==> src/rtl/booth_radix4_multiplier.sv <==
// Sequential signed radix-4 Booth multiplier: one 3-bit Booth group per clock,
// accumulated into a WIDTH+2 bit accumulator that shifts right with the multiplier.

module booth_r4_encoder (
    input  logic [2:0] i_bits,
    output logic [2:0] o_sel
);
    // Select codes: 1 = -2A, 2 = -A, 3 = 0, 4 = +A, 5 = +2A
    always_comb begin
        o_sel = 3'd3;
        case (i_bits)
            3'b000, 3'b111: o_sel = 3'd3;
            3'b001, 3'b010: o_sel = 3'd4;
            3'b011:         o_sel = 3'd5;
            3'b100:         o_sel = 3'd1;
            3'b101, 3'b110: o_sel = 3'd2;
            default:        o_sel = 3'd3;
        endcase
    end
endmodule

// state | meaning
// IDLE  | waiting for an accepted start
// EXEC  | one Booth group retired per clock, busy high
// DONE  | single cycle with op_done high; a start here begins the next product
module booth_radix4_multiplier #(
    parameter int WIDTH = 32
) (
    input  logic                   clk,
    input  logic                   reset_n,
    input  logic                   op_start,
    input  logic                   op_clear,
    input  logic [WIDTH-1:0]       multiplicand,
    input  logic [WIDTH-1:0]       multiplier,
    output logic                   busy,
    output logic                   op_done,
    output logic [2*WIDTH-1:0]     result
);
    localparam int AW    = WIDTH + 2;
    localparam int CNT_W = $clog2(WIDTH / 2) + 1;
    localparam logic [CNT_W-1:0] CNT_LAST = CNT_W'(WIDTH / 2 - 1);

    localparam logic [1:0] S_IDLE = 2'd0;
    localparam logic [1:0] S_EXEC = 2'd1;
    localparam logic [1:0] S_DONE = 2'd2;

    logic [1:0]              r_state;
    logic signed [AW-1:0]    r_acc;
    logic [WIDTH:0]          r_mq;
    logic signed [AW-1:0]    r_a;
    logic [CNT_W-1:0]        r_cnt;
    logic                    r_done;
    logic [2*WIDTH-1:0]      r_result;

    logic [2:0]              w_sel;
    logic signed [AW-1:0]    w_pp;
    logic signed [AW-1:0]    w_sum;
    logic signed [AW+WIDTH:0] w_shift;
    logic                    w_last;

    booth_r4_encoder u_enc (
        .i_bits (r_mq[2:0]),
        .o_sel  (w_sel)
    );

    // 2A is formed inside the AW-bit domain; the two extra bits keep -2^(WIDTH-1) exact.
    always_comb begin
        w_pp = '0;
        case (w_sel)
            3'd1:    w_pp = -(r_a <<< 1);
            3'd2:    w_pp = -r_a;
            3'd4:    w_pp = r_a;
            3'd5:    w_pp = r_a <<< 1;
            default: w_pp = '0;
        endcase
    end

    assign w_sum   = r_acc + w_pp;
    assign w_shift = $signed({w_sum, r_mq}) >>> 2;
    assign w_last  = (r_cnt == CNT_LAST);

    always_ff @(posedge clk or negedge reset_n) begin
        if (!reset_n) begin
            r_state  <= S_IDLE;
            r_acc    <= '0;
            r_mq     <= '0;
            r_a      <= '0;
            r_cnt    <= '0;
            r_done   <= 1'b0;
            r_result <= '0;
        end else if (op_clear) begin
            r_state  <= S_IDLE;
            r_acc    <= '0;
            r_mq     <= '0;
            r_a      <= '0;
            r_cnt    <= '0;
            r_done   <= 1'b0;
            r_result <= '0;
        end else begin
            r_done <= 1'b0;
            case (r_state)
                S_IDLE, S_DONE: begin
                    if (op_start) begin
                        r_a     <= {{2{multiplicand[WIDTH-1]}}, multiplicand};
                        r_acc   <= '0;
                        r_mq    <= {multiplier, 1'b0};
                        r_cnt   <= '0;
                        r_state <= S_EXEC;
                    end else begin
                        r_state <= S_IDLE;
                    end
                end
                S_EXEC: begin
                    r_acc <= w_shift[AW+WIDTH:WIDTH+1];
                    r_mq  <= w_shift[WIDTH:0];
                    r_cnt <= r_cnt + CNT_W'(1);
                    if (w_last) begin
                        r_state  <= S_DONE;
                        r_done   <= 1'b1;
                        r_result <= w_shift[2*WIDTH:1];
                    end
                end
                default: r_state <= S_IDLE;
            endcase
        end
    end

    assign busy    = (r_state == S_EXEC);
    assign op_done = r_done;
    assign result  = r_result;
endmodule

==> config.mk <==
export PLATFORM = sky130hd
export DESIGN_NAME = booth_radix4_multiplier
export DESIGN_NICKNAME = d
export VERILOG_FILES = /design/src/rtl/booth_radix4_multiplier.sv
export SDC_FILE = /design/constraint.sdc
export NUM_CORES = 1
export LEC_CHECK = 0
export CORE_MARGIN = 4
export CORE_UTILIZATION = 55
export DETAILED_ROUTE_END_ITERATION = 6
export DONT_BUFFER_PORTS = 1
export PLACE_DENSITY = 0.7
export SYNTH_ARGS = -nofsm -noshare
export SYNTH_HDL_FRONTEND = slang
export SYNTH_SLANG_ARGS = --single-unit
==> constraint.sdc <==
create_clock -name clk -period 15 [get_ports clk]
set_clock_uncertainty 0.05 [all_clocks]
set_input_delay 2.25 -clock clk [delete_from_list [all_inputs] [get_ports clk]]
set_output_delay 2.25 -clock clk [all_outputs]
set_load 0.01 [all_outputs]
==> summary.md, run 1 <==
| Metric | Value |
|---|---|
| Global-route wire length before repair | 42.6 mm |
| Final routed wirelength across all metal layers | 26.0 mm |
| Layout Nets | 1091 |
| Most frequent cells in the layout | 169 x sky130_fd_sc_hd__dfrtp_1, 120 x sky130_fd_sc_hd__a22o_1, 83 x sky130_fd_sc_hd__o21ai_0, 58 x sky130_fd_sc_hd__nand2_1, 53 x sky130_fd_sc_hd__nor2_1 |
| Result of the run | complete, but fails checks |
| Leakage power figure | 5.11 nW |
| Setup TNS after final layout | 0 ps |
| Combinational family with the most area after synthesis | compound AO/OA/AOI/OAI gates |
| Half-perimeter wire length of the detailed placement result | 17.3 mm |
| Number of diodes | 0 |
| Cell internal power dissipation | 0.820 mW |
| DR pass1 iterations | 7 |
| Number of different library cells in the post-synthesis netlist | 67 |
| Ratio of cells with drive above 1 in the final layout | 0.0642 |
| Overall power consumption | 1.26 mW |
| Path type of the worst setup path | flop to flop |
| Switching share of total power | 0.351 |
| Max rail drop VDD | 0.102 mV |
| Number of placed cells counting well taps | 1190 |
| DRC Markers | 6 |
| # Max-Cap Violations | 0 |
| Top-level port count | 134 |
| Total of buffers placed on input and output ports | 0 |
| Worst-path maximum fanout | 12 |
| Sequential share of power | 0.401 |
| Final GP Congestion | 0.895 |
| Post-Synth XOR/XNOR Area | 0.0283 |
| Clock latency of the later-clocked register in the worst-skew pair | 430 ps |
| Horiz. Die Dim | 142 µm |
| Data arrival time of the worst path | 5640 ps |
| Clock sinks | 169 |
| Pwr per Cell Area | 119 mW/mm² |
| Number of instances in the synthesized netlist | 1039 |
| Core Footprint | 0.0175 mm² |
| Iteration-0 DRC Markers | 827 |
| Startpoint types | flop |
| Cell row count | 48 |
| Number of buffers added to fix hold violations after cts | 0 |
| Per-instance average area after synthesis | 9.53 µm² |
| TritonCTS clock tree | built |
| Area of the mapped netlist | 0.00990 mm² |
| Number of register bits inferred by synthesis | 169 |
| Leading cell type in the layout, fill and taps excluded | sky130_fd_sc_hd__dfrtp_1 |
| WP data required | 15270 ps |
| Via Count | 8285 |
| Number of setup violations in the final report | 0 |
| Unrepaired setup endpoints after global routing | false |
| Finished Cell Area | 0.0106 mm² |
| Post-detailed-route count of antenna-violating nets | 0 |
| Count of final max-slew check failures | 0 |
| Number of warnings printed during yosys synthesis | 0 |
| Clock share of power | 0.357 |
| Portion of netlist area occupied by mux cells | 0.00506 |
| Total number of H-tree levels | 4 |
| Part of the cycle the worst path needs | 0.358 |
| Comb power frac | 0.242 |
| Vias in the first global route | 7855 |
| Hold violation count in the final report | 0 |
| Number of synthesized flops with an enable pin | 0 |
| Pin count of the biggest net entering global routing | 170 |
| DIE AREA | 0.0202 mm² |
| Fraction of registers with async set or reset after synthesis | 1.00 |
| Simple-Gate Fraction of Synth Area | 0.135 |
| Clock buffers created by TritonCTS | 17 |
| Most used flip-flop cell after synthesis | sky130_fd_sc_hd__dfrtp_1 |
| Clock Tree Buf Depth | 2 |
| Slew at the pin closest to its max-slew limit | 1070 ps |
| Worst min-delay path class | flop to flop |
| Syn Nets | 1146 |
| Sw Pwr | 0.443 mW |
| Clock-pin slew on the worst setup and hold paths | 80 ps |
| Fraction of the yosys area taken by sequential cells | 0.427 |
| Routed wire length per instance | 21.3 µm |
| Post-layout utilization of the core | 0.605 |
| Worst-case headroom to the max-slew limit | 0.288 |
| Number of non-filler instances in the completed layout | 1222 |
| Adder-cell share of the synthesized area | 0.0501 |
| Via density per instance | 6.78 |
| Global route total overflow | 0 |
| Antenna violations before repair | 0 |
| Number of resized instances in the post-cts repair step | 0 |
| Post-synthesis compound-gate area fraction | 0.303 |
| Failing checks | DRC |
| Category of the worst setup path capture point | flop |
| Maximum clock frequency | 186 MHz |
| Die extent in y | 142 µm |
| Effective utilization at floorplan | 0.566 |
| GRT Overall Usage | 0.261 |
| Period minus WS final | 5370 ps |
| Root buffer cell | sky130_fd_sc_hd__clkbuf_16 |
| Placement Cell Area | 0.00995 mm² |
| Post-CTS setup buffer count | 0 |
| Area Growth Syn to Fin | 6.89% |
through the flow:
step	hold slack [ps]	worst slack (ps)
after floorplan	400	10160
after global placement	414	9810
after detailed placement	421	9710
after CTS	437	9690
after global routing	478	9240
final	433	9630
cells by family (layout without fill, tap and decap cells):
family | count (synthesis) | in the layout
AND/OR/NAND/NOR | 260 | 260
flip-flops | 169 | 169
AO/OA/AOI/OAI | 401 | 401
multiplexers | 5 | 5
XOR/XNOR | 32 | 32
adder cells (fa/ha/maj) | 39 | 39
buffers and inverters | 133 | 91
layer usage:
| metal | up-vias | track usage | routed length, µm |
|---|---|---|---|
| met3 | 37 | 0.0568 | 1710 |
| li1 | 3872 | - | - |
| met2 | 310 | 0.405 | 12200 |
| met5 | - | 0 | 0 |
| met1 | 4066 | 0.374 | 11600 |
| met4 | 0 | 0.0697 | 472 |
path summary, 6_finish.rpt:
path	startpoint	to	slack [ps]	cells after the start
min in group asynchronous	reset_n	r_a[3]$_DFFE_PN0P_	1460	0
hold reg to reg	r_cnt[4]$_DFFE_PN0P_	r_cnt[4]$_DFFE_PN0P_	430	2
hold / removal	r_cnt[4]$_DFFE_PN0P_	r_cnt[4]$_DFFE_PN0P_	430	2
setup / recovery	r_a[2]$_DFFE_PN0P_	result[60]$_DFFE_PN0P_	9630	16
setup reg to reg	r_a[2]$_DFFE_PN0P_	result[60]$_DFFE_PN0P_	9630	16
max in group asynchronous	reset_n	r_mq[18]$_DFFE_PN0P_	13160	0
area by class of cell:
class                   instances  area [µm²]
flip-flops and latches        169        4230
clock inverters                15         203
inverters                      51         191
clock buffers                  17         425
repair buffers                  8        60.1
well taps                     225         282
multi-input cells             737        5190
fillers                      1504        6900
worst max-delay path: stages (launching register included):
cell and delay, ps:
sky130_fd_sc_hd__dfrtp_1 460, sky130_fd_sc_hd__nor3_1 420, sky130_fd_sc_hd__nand3_1 440, sky130_fd_sc_hd__or2_1 470, sky130_fd_sc_hd__or3_2 460, sky130_fd_sc_hd__nor2b_1 160
sky130_fd_sc_hd__a22oi_1 180, sky130_fd_sc_hd__o311ai_0 210, sky130_fd_sc_hd__ha_1 440, sky130_fd_sc_hd__a21o_1 220, sky130_fd_sc_hd__o21bai_1 160, sky130_fd_sc_hd__a221o_1 380
sky130_fd_sc_hd__a21oi_1 350, sky130_fd_sc_hd__o21ai_0 190, sky130_fd_sc_hd__o41ai_1 340, sky130_fd_sc_hd__xnor2_1 140, sky130_fd_sc_hd__a22o_1 190
sequential cells by signal (all words and copies together) (netlist names):
signal   cells
result      64
r_acc       32
r_mq        33
r_a         32
r_cnt        5
op_done      1
r_state      2
power groups by stage:
stage                     clock (mW)  combinational (mW)  sequential, mW
after CTS                      0.458               0.303           0.506
after global placement             0               0.298           0.514
after global routing           0.479               0.339           0.510
final                          0.451               0.305           0.507
after floorplan                    0               0.243           0.501
after detailed placement           0               0.300           0.514
synth_stat cells, types with 4 or more instances:
cell type	instances	share of area
sky130_fd_sc_hd__a21o_1	18	0.014
sky130_fd_sc_hd__a21oi_1	44	0.022
sky130_fd_sc_hd__a221o_1	7	0.0071
sky130_fd_sc_hd__a221oi_1	9	0.0080
sky130_fd_sc_hd__a222oi_1	32	0.032
sky130_fd_sc_hd__a22o_1	120	0.11
sky130_fd_sc_hd__a22oi_1	7	0.0053
sky130_fd_sc_hd__a31oi_1	9	0.0057
sky130_fd_sc_hd__and2_1	4	0.0025
sky130_fd_sc_hd__and3_1	10	0.0063
sky130_fd_sc_hd__and4_1	4	0.0035
sky130_fd_sc_hd__buf_1	5	0.0019
sky130_fd_sc_hd__clkbuf_1	74	0.028
sky130_fd_sc_hd__dfrtp_1	169	0.43
sky130_fd_sc_hd__ha_1	38	0.048
sky130_fd_sc_hd__inv_1	50	0.019
sky130_fd_sc_hd__mux2i_1	5	0.0051
sky130_fd_sc_hd__nand2_1	58	0.022
sky130_fd_sc_hd__nand2b_1	13	0.0082
sky130_fd_sc_hd__nand3_1	12	0.0061
sky130_fd_sc_hd__nand4_1	6	0.0038
sky130_fd_sc_hd__nor2_1	54	0.020
sky130_fd_sc_hd__nor2b_1	8	0.0051
sky130_fd_sc_hd__nor3_1	44	0.022
sky130_fd_sc_hd__nor4_1	5	0.0032
sky130_fd_sc_hd__o211ai_1	9	0.0068
sky130_fd_sc_hd__o21a_1	5	0.0038
sky130_fd_sc_hd__o21ai_0	83	0.042
sky130_fd_sc_hd__o21bai_1	5	0.0038
sky130_fd_sc_hd__o311ai_0	20	0.018
sky130_fd_sc_hd__o31ai_1	4	0.0030
sky130_fd_sc_hd__or2_2	6	0.0038
sky130_fd_sc_hd__or3_1	17	0.011
sky130_fd_sc_hd__or3_4	4	0.0046
sky130_fd_sc_hd__or4_1	4	0.0030
sky130_fd_sc_hd__xnor2_1	22	0.019
sky130_fd_sc_hd__xor2_1	10	0.0088
Note: power is estimated with default switching activity, not from simulation.
==> run 2: changes to the inputs <==
Settings changed: PLACE_DENSITY 0.7 to 0.73.
Clock period 15 ns to 4.6 ns, I/O delays scaled along.
==> summary.md, run 2 (synthesis results as in run 1) <==
| Metric | Value |
|---|---|
| Final routed wirelength across all metal layers | 27.6 mm (+6.3%) |
| Total of buffers placed on input and output ports | 0 (unchanged) |
| Clock buffers created by TritonCTS | 17 (unchanged) |
| Clock Tree Buf Depth | 2 (unchanged) |
| Critical path endpoint | r_acc[24]$_DFFE_PN0P_ |
| Filler cell count | 1348 (-10%) |
| Most frequent cells in the layout | 169 x sky130_fd_sc_hd__dfrtp_1, 120 x sky130_fd_sc_hd__a22o_1, 106 x sky130_fd_sc_hd__buf_4, 69 x sky130_fd_sc_hd__o21ai_0, 56 x sky130_fd_sc_hd__nand2_1 |
| Ratio of cells with drive above 1 in the final layout | 0.203 (+0.139) |
| Count of final max-slew check failures | 0 (unchanged) |
| Final GP Congestion | 0.933 (+4.2%) |
| Maximum clock frequency | 216 MHz (+16%) |
| Iteration-0 DRC Markers | 897 (+8.5%) |
| Number of placed cells counting well taps | 1282 (+7.7%) |
| Sw Pwr | 1.53 mW (+250%) |
| Via Count | 8791 (+6.1%) |
| Effective utilization at floorplan | 0.566 (unchanged) |
| Via density per instance | 6.64 (-2.1%) |
| Top-level port count | 134 (unchanged) |
| Footprint of the multi-input gates | 0.00556 mm² (+7.1%) |
| Cell row count | 48 (unchanged) |
| Dominant delay contributor by cell family on the critical path | simple AND/OR/NAND/NOR gates |
| Total number of H-tree levels | 4 (unchanged) |
| PnR worst setup slack | -30.4 ps (-9660 ps) |
| Post-detailed-route count of antenna-violating nets | 0 (unchanged) |
| Layout Nets | 1193 (+9.3%) |
| Number of diodes | 0 (unchanged) |
| Horiz. Die Dim | 142 µm (unchanged) |
| Switching share of total power | 0.347 (-0.00363) |
| Worst-path maximum fanout | 5 (-7) |
| DR pass1 iterations | 7 (unchanged) |
| Worst setup startpoint | r_a[0]$_DFFE_PN0P_ |
| Overall power consumption | 4.40 mW (+250%) |
| Unrepaired setup endpoints after global routing | true |
| Part of the cycle the worst path needs | 1.01 (+0.648) |
| Sequence of cells on the critical path | inv_2, ha_2, or3b_4, or4_4, buf_6, or3_4, or3_4, o21ai_2, nand2_1, o311ai_2, ha_1, and4_1, a221o_1, a21oi_4, o311ai_1, a31oi_1, xnor2_1, a22o_1 |
| Max reg flops | 64 (unchanged) |
| DRC Markers | 18 (+12) |
| Slew at the pin closest to its max-slew limit | 1080 ps (+16.8 ps) |
| Worst min-delay path class | input pin to asynchronous set/reset pin |
| Leading cell type in the layout, fill and taps excluded | sky130_fd_sc_hd__dfrtp_1 |
| Slowest library cell on the worst path | sky130_fd_sc_hd__or4_4 |
| Antenna violations before repair | 0 (unchanged) |
| Failing checks | DRC, hold timing, setup timing |
| Vias in the first global route | 8139 (+3.6%) |
| Reg-to-reg startpoint | r_a[0]$_DFFE_PN0P_ |
| Number of non-filler instances in the completed layout | 1324 (+8.3%) |
| Hold violation count in the final report | 83 (+83) |
| Global route total overflow | 0 (unchanged) |
| Number of setup violations in the final report | 2 (+2) |
| Post-layout utilization of the core | 0.670 (+0.0648) |
| Cell internal power dissipation | 2.88 mW (+250%) |
| GRT Overall Usage | 0.268 (+0.00662) |
| Min Hold Slack | -96.7 ps (-530 ps) |
| # Max-Cap Violations | 0 (unchanged) |
| Dpl ws | -190 ps (-9900 ps) |
| Number of cells traversed by the worst register-to-register path | 18 (+2) |
| Data arrival time of the worst path | 4890 ps (-750 ps) |
| Global-route wire length before repair | 43.7 mm (+2.6%) |
| Leakage power figure | 5.76 nW (+13%) |
| DIE AREA | 0.0202 mm² (unchanged) |
| WP data required | 4860 ps (-10410 ps) |
| Clock share of power | 0.326 (-0.031) |
| Root buffer cell | sky130_fd_sc_hd__clkbuf_16 |
| Delay of the slowest critical-path stage | 480 ps (about the same) |
| Area Growth Syn to Fin | 18.3% |
| Max rail drop VDD | 0.269 mV (+160%) |
| Crit path buffers/inverters | 2 (+2) |
| Result of the run | complete, but fails checks |
| Sequential share of power | 0.373 (-0.028) |
| Worst-case headroom to the max-slew limit | 0.277 (-0.0114) |
| Area used by sequential logic in the layout | 0.00423 mm² (unchanged) |
| Routed wire length per instance | 20.9 µm (-1.9%) |
| Die extent in y | 142 µm (unchanged) |
| Clock sinks | 169 (unchanged) |
| Half-perimeter wire length of the detailed placement result | 18.5 mm (+6.8%) |
| Startpoint types | flop |
| Clock latency of the later-clocked register in the worst-skew pair | 420 ps (about the same) |
| Pin count of the biggest net entering global routing | 170 (unchanged) |
| Critical path depth in cells | 18 (+2) |
| End of the worst register-to-register path | r_acc[24]$_DFFE_PN0P_ |
| Pwr per Cell Area | 376 mW/mm² (+220%) |
| Clock-pin slew on the worst setup and hold paths | 70 ps (about the same) |
| Path type of the worst setup path | flop to flop |
| Most prevalent standard cell on the critical path | sky130_fd_sc_hd__or3_4 |
| Period minus WS final | 4630 ps (-744 ps) |
| Comb power frac | 0.300 (+0.058) |
| TritonCTS clock tree | built |
| Category of the worst setup path capture point | flop |
| Core Footprint | 0.0175 mm² (unchanged) |
| R2R Setup Slk | -30 ps (-9660 ps) |
run 2: final cells by class:
| type | count | share of cell area |
|---|---|---|
| multi-input combinational | 737 | 0.474 |
| inverter | 51 | 0.0163 |
| clock buffer | 17 | 0.0363 |
| timing repair buffer | 110 | 0.0733 |
| sequential | 169 | 0.361 |
| clock inverter | 15 | 0.0145 |
| tap | 225 | 0.0240 |
run 2: worst register-to-register path: cells and delay by family (launching register included):
| family | cells | cell delay (ps) |
|---|---|---|
| xor+xnor | 1 | 120 |
| buf+inv | 2 | 210 |
| flops | 1 | 390 |
| simple gates | 6 | 1850 |
| compound gates | 7 | 1420 |
| fa+ha+maj | 2 | 470 |
run 2: timing repair:
| item | CTS | global route |
|---|---|---|
| hold endpoints to repair | 169 | 169 |
| cloned | 0 | 0 |
| setup buffers | 3 | 7 |
| pin swaps | 10 | 23 |
| resized for setup | 13 | 71 |
| setup endpoints to repair | 26 | 31 |
run 2: how the worst min path moves through the flow:
| stage | to | startpoint | slack [ps] | cells after the start |
|---|---|---|---|---|
| global route | r_a[17]$_DFFE_PN0P_ | reset_n | -120 | 0 |
| detailed placement | r_a[15]$_DFFE_PN0P_ | reset_n | 350 | 0 |
| global placement | r_a[15]$_DFFE_PN0P_ | reset_n | 350 | 0 |
| finish | r_a[17]$_DFFE_PN0P_ | reset_n | -100 | 0 |
| floorplan | op_done$_DFF_PN0_ | reset_n | 340 | 0 |
| CTS | r_acc[13]$_DFFE_PN0P_ | reset_n | -110 | 0 |
run 2: layer usage:
layer | part of all wire | track usage | vias to the layer above
li1 | - | - | 4080
met2 | 0.46 | 0.413 | 342
met3 | 0.067 | 0.0528 | 47
met4 | 0.027 | 0.0843 | 0
met5 | 0 | 0 | -
met1 | 0.44 | 0.383 | 4322
run 2: stage by stage:
| stage | setup TNS, ps | cell area [µm²] |
|---|---|---|
| after floorplan | 0 | 9960 |
| after global placement | -464 | 10700 |
| after detailed placement | -2140 | 10700 |
| after CTS | -7.89 | 11400 |
| after global routing | -3450 | 11700 |
| final | -38.5 | 11700 |
run 2: power groups by stage:
stage / registers [mW] / clock network, mW / logic [mW]
after CTS: 1.64 / 1.46 / 1.21
after global routing: 1.65 / 1.53 / 1.44
after floorplan: 1.64 / 0 / 0.810
final: 1.64 / 1.44 / 1.32
after global placement: 1.67 / 0 / 1.16
after detailed placement: 1.67 / 0 / 1.18
==> run 3: changes to the inputs <==
Settings changed: PLACE_DENSITY 0.73 to 0.7.
Clock period 4.6 ns to 5.4 ns, I/O delays scaled along.
==> summary.md, run 3 (synthesis results as in run 1) <==
| Metric | Value |
|---|---|
| Result of the run | complete, but fails checks |
| Failing checks | DRC |
| Slew at the pin closest to its max-slew limit | 1050 ps (-32.0 ps) |
| Pin count of the biggest net entering global routing | 170 (unchanged) |
| Top-level port count | 134 (unchanged) |
| Via Count | 8278 (-5.8%) |
| Hold violation count in the final report | 0 (-100%) |
| Antenna violations before repair | 0 (unchanged) |
| Clock sinks | 169 (unchanged) |
| Filler cell count | 1471 (+9.1%) |
| Area Growth Syn to Fin | 8.32% |
| Leakage power figure | 5.20 nW (-9.7%) |
| DRC Markers | 15 (-3) |
| Final GP Congestion | 0.875 (-6.2%) |
| Global route total overflow | 0 (unchanged) |
| Clock Tree Buf Depth | 2 (unchanged) |
| Category of the worst setup path capture point | flop |
| WP data required | 5660 ps (+800 ps) |
| Path type of the worst setup path | flop to flop |
| Worst min-delay path class | input pin to asynchronous set/reset pin |
| Clock-pin slew on the worst setup and hold paths | 70 ps (about the same) |
| Iteration-0 DRC Markers | 920 (+2.6%) |
| Overall power consumption | 3.53 mW (-20%) |
| Max rail drop VDD | 0.249 mV (-7.6%) |
| Global-route wire length before repair | 42.1 mm (-3.8%) |
| TritonCTS clock tree | built |
| Half-perimeter wire length of the detailed placement result | 17.3 mm (-6.5%) |
| Root buffer cell | sky130_fd_sc_hd__clkbuf_16 |
| Data arrival time of the worst path | 5390 ps (+500 ps) |
| Period minus WS final | 5120 ps (+491 ps) |
| Ratio of cells with drive above 1 in the final layout | 0.0842 (-0.119) |
| Effective utilization at floorplan | 0.566 (unchanged) |
| Final routed wirelength across all metal layers | 25.7 mm (-7.0%) |
| Part of the cycle the worst path needs | 0.948 (-0.0582) |
| Via density per instance | 6.70 (+0.95%) |
| Die extent in y | 142 µm (unchanged) |
| DIE AREA | 0.0202 mm² (unchanged) |
| Core Footprint | 0.0175 mm² (unchanged) |
| Number of cells traversed by the worst register-to-register path | 19 (+1) |
| Met1 capacity usage during global routing | 0.375 (-0.00830) |
| Met3 track demand over resource in global routing | 0.0575 (+0.00470) |
| Count of final max-slew check failures | 0 (unchanged) |
| Maximum clock frequency | 195 MHz (-9.6%) |
| Pwr per Cell Area | 329 mW/mm² (-12%) |
| Total of buffers placed on input and output ports | 0 (unchanged) |
| Routed wire length per instance | 20.8 µm (-0.28%) |
| Clock latency of the later-clocked register in the worst-skew pair | 440 ps (+20 ps) |
| Met2 Usage GRT | 0.386 (-0.0266) |
| Cell row count | 48 (unchanged) |
| # Max-Cap Violations | 0 (unchanged) |
| Startpoint types | flop |
| Worst-path maximum fanout | 7 (+2) |
| Most frequent cells in the layout | 169 x sky130_fd_sc_hd__dfrtp_1, 120 x sky130_fd_sc_hd__a22o_1, 83 x sky130_fd_sc_hd__o21ai_0, 58 x sky130_fd_sc_hd__nand2_1, 53 x sky130_fd_sc_hd__nor2_1 |
| Setup TNS after final layout | 0 ps (+38.5 ps) |
| Max reg flops | 64 (unchanged) |
| Clock buffers created by TritonCTS | 17 (unchanged) |
| Top Usage Layer GRT | met2 |
| Unrepaired setup endpoints after global routing | false |
| Horiz. Die Dim | 142 µm (unchanged) |
| GRT Overall Usage | 0.257 (-0.0109) |
| Min Hold Slack | 16.1 ps (+113 ps) |
| DR pass1 iterations | 7 (unchanged) |
| Number of diodes | 0 (unchanged) |
| Layout Nets | 1104 (-7.5%) |
| Reg-to-reg startpoint | r_a[0]$_DFFE_PN0P_ |
| Worst setup startpoint | r_a[0]$_DFFE_PN0P_ |
| Leading cell type in the layout, fill and taps excluded | sky130_fd_sc_hd__dfrtp_1 |
| Vias in the first global route | 7828 (-3.8%) |
| Number of setup violations in the final report | 0 (-2) |
| Post-detailed-route count of antenna-violating nets | 0 (unchanged) |
| Total number of H-tree levels | 4 (unchanged) |
| Worst-case headroom to the max-slew limit | 0.298 (+0.0215) |
run 3: metal layers:
metal  routed length (µm)  part of all wire
met3                 1780             0.069
met1                11700              0.45
met5                    0                 0
met2                11700              0.46
met4                  550             0.021
run 3: power breakdown:
group	switching (mW)	internal, mW	total (mW)
Sequential	0.0751	1.33	1.40
Combinational	0.549	0.336	0.885
Clock	0.608	0.633	1.24
run 3: critical path: stages (launching register included):
cell and delay, ps:
sky130_fd_sc_hd__dfrtp_1 400, sky130_fd_sc_hd__inv_1 120, sky130_fd_sc_hd__ha_1 220, sky130_fd_sc_hd__or3b_1 410, sky130_fd_sc_hd__or4_4 500, sky130_fd_sc_hd__or2_2 330, sky130_fd_sc_hd__or3_1 320, sky130_fd_sc_hd__o21ai_0 150
sky130_fd_sc_hd__nand2_1 60, sky130_fd_sc_hd__o311ai_0 130, sky130_fd_sc_hd__ha_1 370, sky130_fd_sc_hd__buf_4 170, sky130_fd_sc_hd__and4_1 190, sky130_fd_sc_hd__and2_1 160, sky130_fd_sc_hd__o311a_1 320, sky130_fd_sc_hd__o221ai_1 210
sky130_fd_sc_hd__nand3_1 240, sky130_fd_sc_hd__o31ai_4 360, sky130_fd_sc_hd__mux2i_1 220, sky130_fd_sc_hd__nand3_1 90
run 3: final cells by class:
type,count,area [µm²],share of cell area
sequential,169,4230,0.394
clock inverter,15,188,0.0175
multi-input combinational,737,5240,0.488
inverter,51,191,0.0179
clock buffer,17,425,0.0397
timing repair buffer,21,170,0.0159
tap,225,282,0.0263
run 3: per-stage QoR:
step | instances | instance area [µm²] | utilization | worst slack (ps)
finish | 1235 | 10700 | 0.613 | 279
global route | 1235 | 10700 | 0.613 | 3.69
global placement | 1201 | 10000 | 0.575 | 233
floorplan | 1039 | 9900 | - | 563
CTS | 1233 | 10700 | 0.610 | 111
detailed placement | 1201 | 10000 | 0.575 | 125
run 3: repair_timing:
action / in CTS / in global routing
endpoints found under the hold margin: 0 / 0
setup endpoints to repair: 0 / 19
gates resized for setup: 0 / 10
hold buffers: 0 / 0
setup buffers: 0 / 2
run 3: final timing paths:
path,to,slack [ps]
setup reg to reg,r_acc[32]$_DFFE_PN0P_,280
setup / recovery,r_acc[32]$_DFFE_PN0P_,280
max in group asynchronous,result[62]$_DFFE_PN0P_,4980
hold / removal,r_a[29]$_DFFE_PN0P_,20
min in group clk,r_state[0]$_DFFE_PN0P_,410
hold reg to reg,r_cnt[4]$_DFFE_PN0P_,450
